--- config.mk ---
export PLATFORM = sky130hd
export DESIGN_NAME = serial_add_ctrl_flat
export DESIGN_NICKNAME = d
export VERILOG_FILES = /design/src/rtl/serial_add_ctrl_if.sv /design/src/rtl/serial_add_ctrl.sv /design/src/flat_wrapper.sv
export SDC_FILE = /design/constraint.sdc
export NUM_CORES = 1
export LEC_CHECK = 0
export ABC_AREA = 1
export CAP_MARGIN = 0
export CORE_MARGIN = 1
export CORE_UTILIZATION = 53
export DETAILED_ROUTE_END_ITERATION = 8
export PLACE_DENSITY = 0.9
export SKIP_LAST_GASP = 1
export SYNTH_ARGS = -nofsm -noshare
export SYNTH_HDL_FRONTEND = slang
export SYNTH_SLANG_ARGS = --single-unit
--- constraint.sdc ---
create_clock -name clk -period 1.81 [get_ports clk]
set_clock_uncertainty 0.05 [all_clocks]
set_input_delay 0.181 -clock clk [delete_from_list [all_inputs] [get_ports clk]]
set_output_delay 0.181 -clock clk [all_outputs]
set_load 0.005 [all_outputs]
--- src/rtl/serial_add_ctrl_if.sv ---
// Request/response bundle between a requesting unit and serial_add_ctrl.
// The requester drives start/op/operands; the controller returns status and result.
interface serial_add_ctrl_if #(
    parameter int WIDTH = 8
);
    logic             start;
    logic             op;
    logic [WIDTH-1:0] a;
    logic [WIDTH-1:0] b;
    logic             cin;
    logic             busy;
    logic             done;
    logic [WIDTH-1:0] sum;
    logic             cout;

    modport master (
        output start, op, a, b, cin,
        input  busy, done, sum, cout
    );

    modport slave (
        input  start, op, a, b, cin,
        output busy, done, sum, cout
    );
endinterface

--- src/rtl/serial_add_ctrl.sv ---
// Bit-serial add/subtract controller. One 1-bit full adder is stepped LSB-first
// over WIDTH cycles, with the carry held in a flop between bits. Subtraction is
// done as a + ~b + 1. The result and carry registers double as the outputs and
// hold their value in IDLE until the next accepted start.
//
// state | meaning
// IDLE  | waiting for start; last result held on sum/cout
// RUN   | one result bit per cycle, WIDTH cycles total
// DONE  | one-cycle done pulse, result valid
module serial_add_ctrl #(
    parameter int WIDTH = 8
) (
    input  logic               clk,
    input  logic               rst,
    serial_add_ctrl_if.slave   bus
);
    localparam int CW = (WIDTH > 1) ? $clog2(WIDTH) : 1;
    localparam logic [CW-1:0] CNT_LAST = CW'(WIDTH - 1);
    localparam logic [CW-1:0] CNT_ONE  = CW'(1);

    typedef enum logic [1:0] {
        S_IDLE = 2'd0,
        S_RUN  = 2'd1,
        S_DONE = 2'd2
    } state_t;

    state_t           state_q, state_d;
    logic [WIDTH-1:0] a_sh_q, a_sh_d;
    logic [WIDTH-1:0] b_sh_q, b_sh_d;
    logic [WIDTH-1:0] sum_sh_q, sum_sh_d;
    logic             carry_q, carry_d;
    logic [CW-1:0]    cnt_q, cnt_d;

    logic fa_sum;
    logic fa_carry;

    FULL_ADDER u_fa (
        .in1   (a_sh_q[0]),
        .in2   (b_sh_q[0]),
        .c0    (carry_q),
        .Sum   (fa_sum),
        .Carry (fa_carry)
    );

    // State and datapath registers; reset discards any partial operation.
    always_ff @(posedge clk) begin
        if (rst) begin
            state_q  <= S_IDLE;
            a_sh_q   <= '0;
            b_sh_q   <= '0;
            sum_sh_q <= '0;
            carry_q  <= 1'b0;
            cnt_q    <= '0;
        end else begin
            state_q  <= state_d;
            a_sh_q   <= a_sh_d;
            b_sh_q   <= b_sh_d;
            sum_sh_q <= sum_sh_d;
            carry_q  <= carry_d;
            cnt_q    <= cnt_d;
        end
    end

    // Next-state and datapath sequencing.
    always_comb begin
        state_d  = state_q;
        a_sh_d   = a_sh_q;
        b_sh_d   = b_sh_q;
        sum_sh_d = sum_sh_q;
        carry_d  = carry_q;
        cnt_d    = cnt_q;
        unique case (state_q)
            S_IDLE: begin
                if (bus.start) begin
                    a_sh_d   = bus.a;
                    b_sh_d   = bus.op ? ~bus.b : bus.b;
                    carry_d  = bus.op ? 1'b1 : bus.cin;
                    sum_sh_d = '0;
                    cnt_d    = '0;
                    state_d  = S_RUN;
                end
            end
            S_RUN: begin
                sum_sh_d = {fa_sum, sum_sh_q[WIDTH-1:1]};
                a_sh_d   = {1'b0, a_sh_q[WIDTH-1:1]};
                b_sh_d   = {1'b0, b_sh_q[WIDTH-1:1]};
                carry_d  = fa_carry;
                cnt_d    = cnt_q + CNT_ONE;
                if (cnt_q == CNT_LAST) begin
                    state_d = S_DONE;
                end
            end
            S_DONE: begin
                state_d = S_IDLE;
            end
            default: begin
                state_d = S_IDLE;
            end
        endcase
    end

    // Status decodes straight from state; result comes from the shift/carry flops.
    always_comb begin
        bus.busy = (state_q == S_RUN);
        bus.done = (state_q == S_DONE);
        bus.sum  = sum_sh_q;
        bus.cout = carry_q;
    end
endmodule

// Verified 1-bit full adder cell reused by the serial controller.
module FULL_ADDER (
    input  logic in1,
    input  logic in2,
    input  logic c0,
    output logic Sum,
    output logic Carry
);
    // Plain combinational sum and carry.
    always_comb begin
        Sum   = in1 ^ in2 ^ c0;
        Carry = (in1 & in2) | (c0 & (in1 ^ in2));
    end
endmodule

--- src/flat_wrapper.sv ---
// flat-port wrapper written by rule: the top's interface ports become plain ports
module serial_add_ctrl_flat 
#(
    parameter int WIDTH = 8
)
  (clk, rst, bus_start, bus_op, bus_a, bus_b, bus_cin, bus_busy, bus_done, bus_sum, bus_cout);
  serial_add_ctrl_if #(.WIDTH(WIDTH)) bus_i ();
  input  logic clk;
  input  logic rst;
  input wire logic [$bits(bus_i.start)-1:0] bus_start;
  input wire logic [$bits(bus_i.op)-1:0] bus_op;
  input wire logic [$bits(bus_i.a)-1:0] bus_a;
  input wire logic [$bits(bus_i.b)-1:0] bus_b;
  input wire logic [$bits(bus_i.cin)-1:0] bus_cin;
  output wire logic [$bits(bus_i.busy)-1:0] bus_busy;
  output wire logic [$bits(bus_i.done)-1:0] bus_done;
  output wire logic [$bits(bus_i.sum)-1:0] bus_sum;
  output wire logic [$bits(bus_i.cout)-1:0] bus_cout;
  assign bus_i.start = bus_start;
  assign bus_i.op = bus_op;
  assign bus_i.a = bus_a;
  assign bus_i.b = bus_b;
  assign bus_i.cin = bus_cin;
  assign bus_busy = bus_i.busy;
  assign bus_done = bus_i.done;
  assign bus_sum = bus_i.sum;
  assign bus_cout = bus_i.cout;
  serial_add_ctrl #(.WIDTH(WIDTH)) u_core (.clk(clk), .rst(rst), .bus(bus_i));
endmodule
==> impl_metrics.yaml <==
timing:
  period_share_pct: 95.1
  timing.fmax_mhz: 581
  min_period_ns: 1.72
  max-slew-margin-rel_pct: 70.1
  slew_viol_final: 0
  hold_viol_final: 0
  rsz0062_at_grt: "false"
  fin_tns_setup_ns: 0
  tightest_slew_ns: 0.446
  setup_viol: 0
global_routing:
  grt_pass1_wl_mm: 5.05
  antenna_found_initial: 0
  grt_overflow: 0
  grt_usage_pct: 24.5
  grt_max_degree: 25
  first_global_vias: 1195
min_path:
  whs_path_depth: 3
  hp-class: "primary input to register"
  worstHoldStart: "bus_a[7]"
  worst_hold_path.endpoint: "u_core.a_sh_q[7]"
synthesis:
  ys_seq_area_share_pct: 41.8
  synth_edf_count: 0
  synth-seq-cells: 30
  ys_top_cells_by_area: "dfxtp_1 (42%), nand2_1 (16%), nor2_1 (9.4%), nand3_1 (5.6%), inv_1 (4.7%)"
  synth-xor-area-share_pct: 0.609
  syn_inst: 210
  ys_async_sr_fraction_pct: 0
  yosys.area.top_type: "dfxtp_1"
  synthSimpleGateAreaFrac_pct: 33.9
  muxShareOfSynthArea_pct: 0
  synth_nets: 234
  synth_top_area_share_pct: 41.8
  synth_flop_cell: "dfxtp_1"
  syn_area_sq_um: 1440
  avgSynthCellArea_sq_um: 6.85
  synth_fa_ha_area_share_pct: 3.13
  synth_top_family_by_area: "simple AND/OR/NAND/NOR gates"
  yosys_warnings: 0
  ys_types: 21
  synth_compound_area_share_pct: 9.57
placed_design:
  hpwl_mm: 2.04
  dpl_cell_area_sq_um: 1730
  gp_congestion: 0.770
  io_buffers: 31
die:
  rows: 18
  initial_core_util_pct: 57.0
  die-area_sq_um: 2920
  ios: 32
  die_w_um: 54.1
  fp.dieH_um: 54.1
  core-area_sq_um: 2520
clock_tree:
  ctsLongestPathBuffers: 2
  clk_pin_slew_ns: 0.10
  cts_tree: "done"
  cts_made_buffers: 5
  cts.sinks: 30
  htree_levels: 2
  ctsRootBufferMaster: "clkbuf_4"
  insertion_delay_ns: 0.33
power_and_ir_drop:
  p_per_area_nw_per_um2: 811
  peakVddDrop_mv: 0.612
  p_leak_nw: 0.813
setup_path:
  rr_startpoint: "u_core.state_q[1]"
  reg2reg_depth: 6
  required_ns: 1.58
  path_class: "register to primary output"
  endpoint_kind: "primary output"
  worstPathMaxFanout: 16
  critPathLaunchType: "register"
  arrival_ns: 1.49
  r2r-end: "u_core.a_sh_q[7]"
  r2r_slack_ns: 0.48
cells_and_area:
  final_util_pct: 72.2
  num_antenna_cells: 0
  final_area_sq_um: 1820
  drive_gt1_share_pct: 7.82
  final_common_cell: "nand2_1"
  nFillCells: 212
  final_cell_mix: "nand2_1 (63), nor2_1 (36), clkdlybuf4s50_1 (31)"
  area.growth.synth_to_final_pct: 26.7
  final_nets: 266
outcome:
  status: "completed"
drt:
  viasPerCell: 5.00
  ant_nets: 0
  drtIter0Drc: 24
  drt-pass1-iter-count: 4
  drc: 0
  vias: 1366
  wl_per_cell_um: 10.5
  routed_wl_mm: 2.85
run:
  maxCapViolations: 0
[flip-flops by register name, indices dropped and copies added, names as in the netlist]
signal and count:
u_core.a_sh_q 8, u_core.state_q 2, u_core.bus.cout 1, u_core.cnt_q 3
u_core.bus.sum 8, u_core.b_sh_q 8
[worst max-delay path, cell delays in order (launching register included)]
cell	delay, ns
dfxtp_1	0.35
inv_2	0.13
nand2_8	0.12
inv_4	0.07
clkdlybuf4s50_1	0.49
[per-layer routing]
metal  part of all wire (%)  up-vias  GRT usage (%)
li1                       -      721              -
met1                     48      609           28.3
met2                     46       31           42.2
met3                    4.6        5           8.47
met4                    1.2        0           7.69
met5                      0        -              0
[metrics by stage]
step                instances  hold slack, ns  worst slack, ns  power (W)
floorplan                 210           0.200            0.661   0.000892
global placement          265           0.398            0.262   0.000967
detailed placement        265           0.410            0.254   0.000971
CTS                       273           0.363           0.0374    0.00148
global route              273           0.388           0.0110    0.00156
finish                    273           0.366           0.0884    0.00148
[cells in the mapped netlist, drive strengths merged (2+ instances only)]
library cell and count:
dfxtp 30, clkbuf 2, nor2 37, a21oi 10, buf 7, nand3 16, inv 21, o22ai 6
nand2 66, ha 2, o21ai 10
[cell type report]
cell class              instances  area (sq um)  share of cell area [%]
clock buffers                   5          37.5                    2.06
well taps                      30          37.5                    2.06
inverters                      22          85.1                    4.67
clock inverters                 3          40.0                    2.20
repair buffers                 34           333                    18.3
multi-input cells             149           687                    37.7
flip-flops and latches         30           602                    33.0
[timing repair]
item | 4_1_cts | 5_1_grt
hold buffers | 0 | 0
resized for setup | 0 | 2
setup endpoints to repair | 0 | 1
buffers inserted | 0 | 0
[cells by family (layout without fill, tap and decap cells)]
logic type | count (synthesis) | in the layout
AND/OR/NAND/NOR | 119 | 119
adder cells (fa/ha/maj) | 3 | 3
AO/OA/AOI/OAI | 26 | 26
XOR/XNOR | 1 | 1
flip-flops | 30 | 30
buffers and inverters | 31 | 64
[power breakdown]
group | leakage, nW | internal (W) | switching (W)
logic | 0.522 | 0.000111 | 0.000129
registers | 0.246 | 0.000697 | 0.0000218
clock network | 0.0450 | 0.000286 | 0.000233
[worst max path at each step]
| stage | from | depth (start not counted) | slack [ns] | to |
|---|---|---|---|---|
| 2_1_floorplan | u_core.bus.cout | 3 | 0.66 | u_core.bus.sum[7] |
| 3_3_place_gp | bus_op | 6 | 0.26 | u_core.b_sh_q[5] |
| 3_5_place_dp | rst | 4 | 0.25 | u_core.bus.sum[6] |
| 4_1_cts | u_core.state_q[0] | 3 | 0.04 | bus_busy |
| 5_1_grt | u_core.state_q[1] | 4 | 0.01 | bus_busy |
| 6_report | u_core.state_q[1] | 4 | 0.09 | bus_busy |
Note: power is estimated with default switching activity, not from simulation.
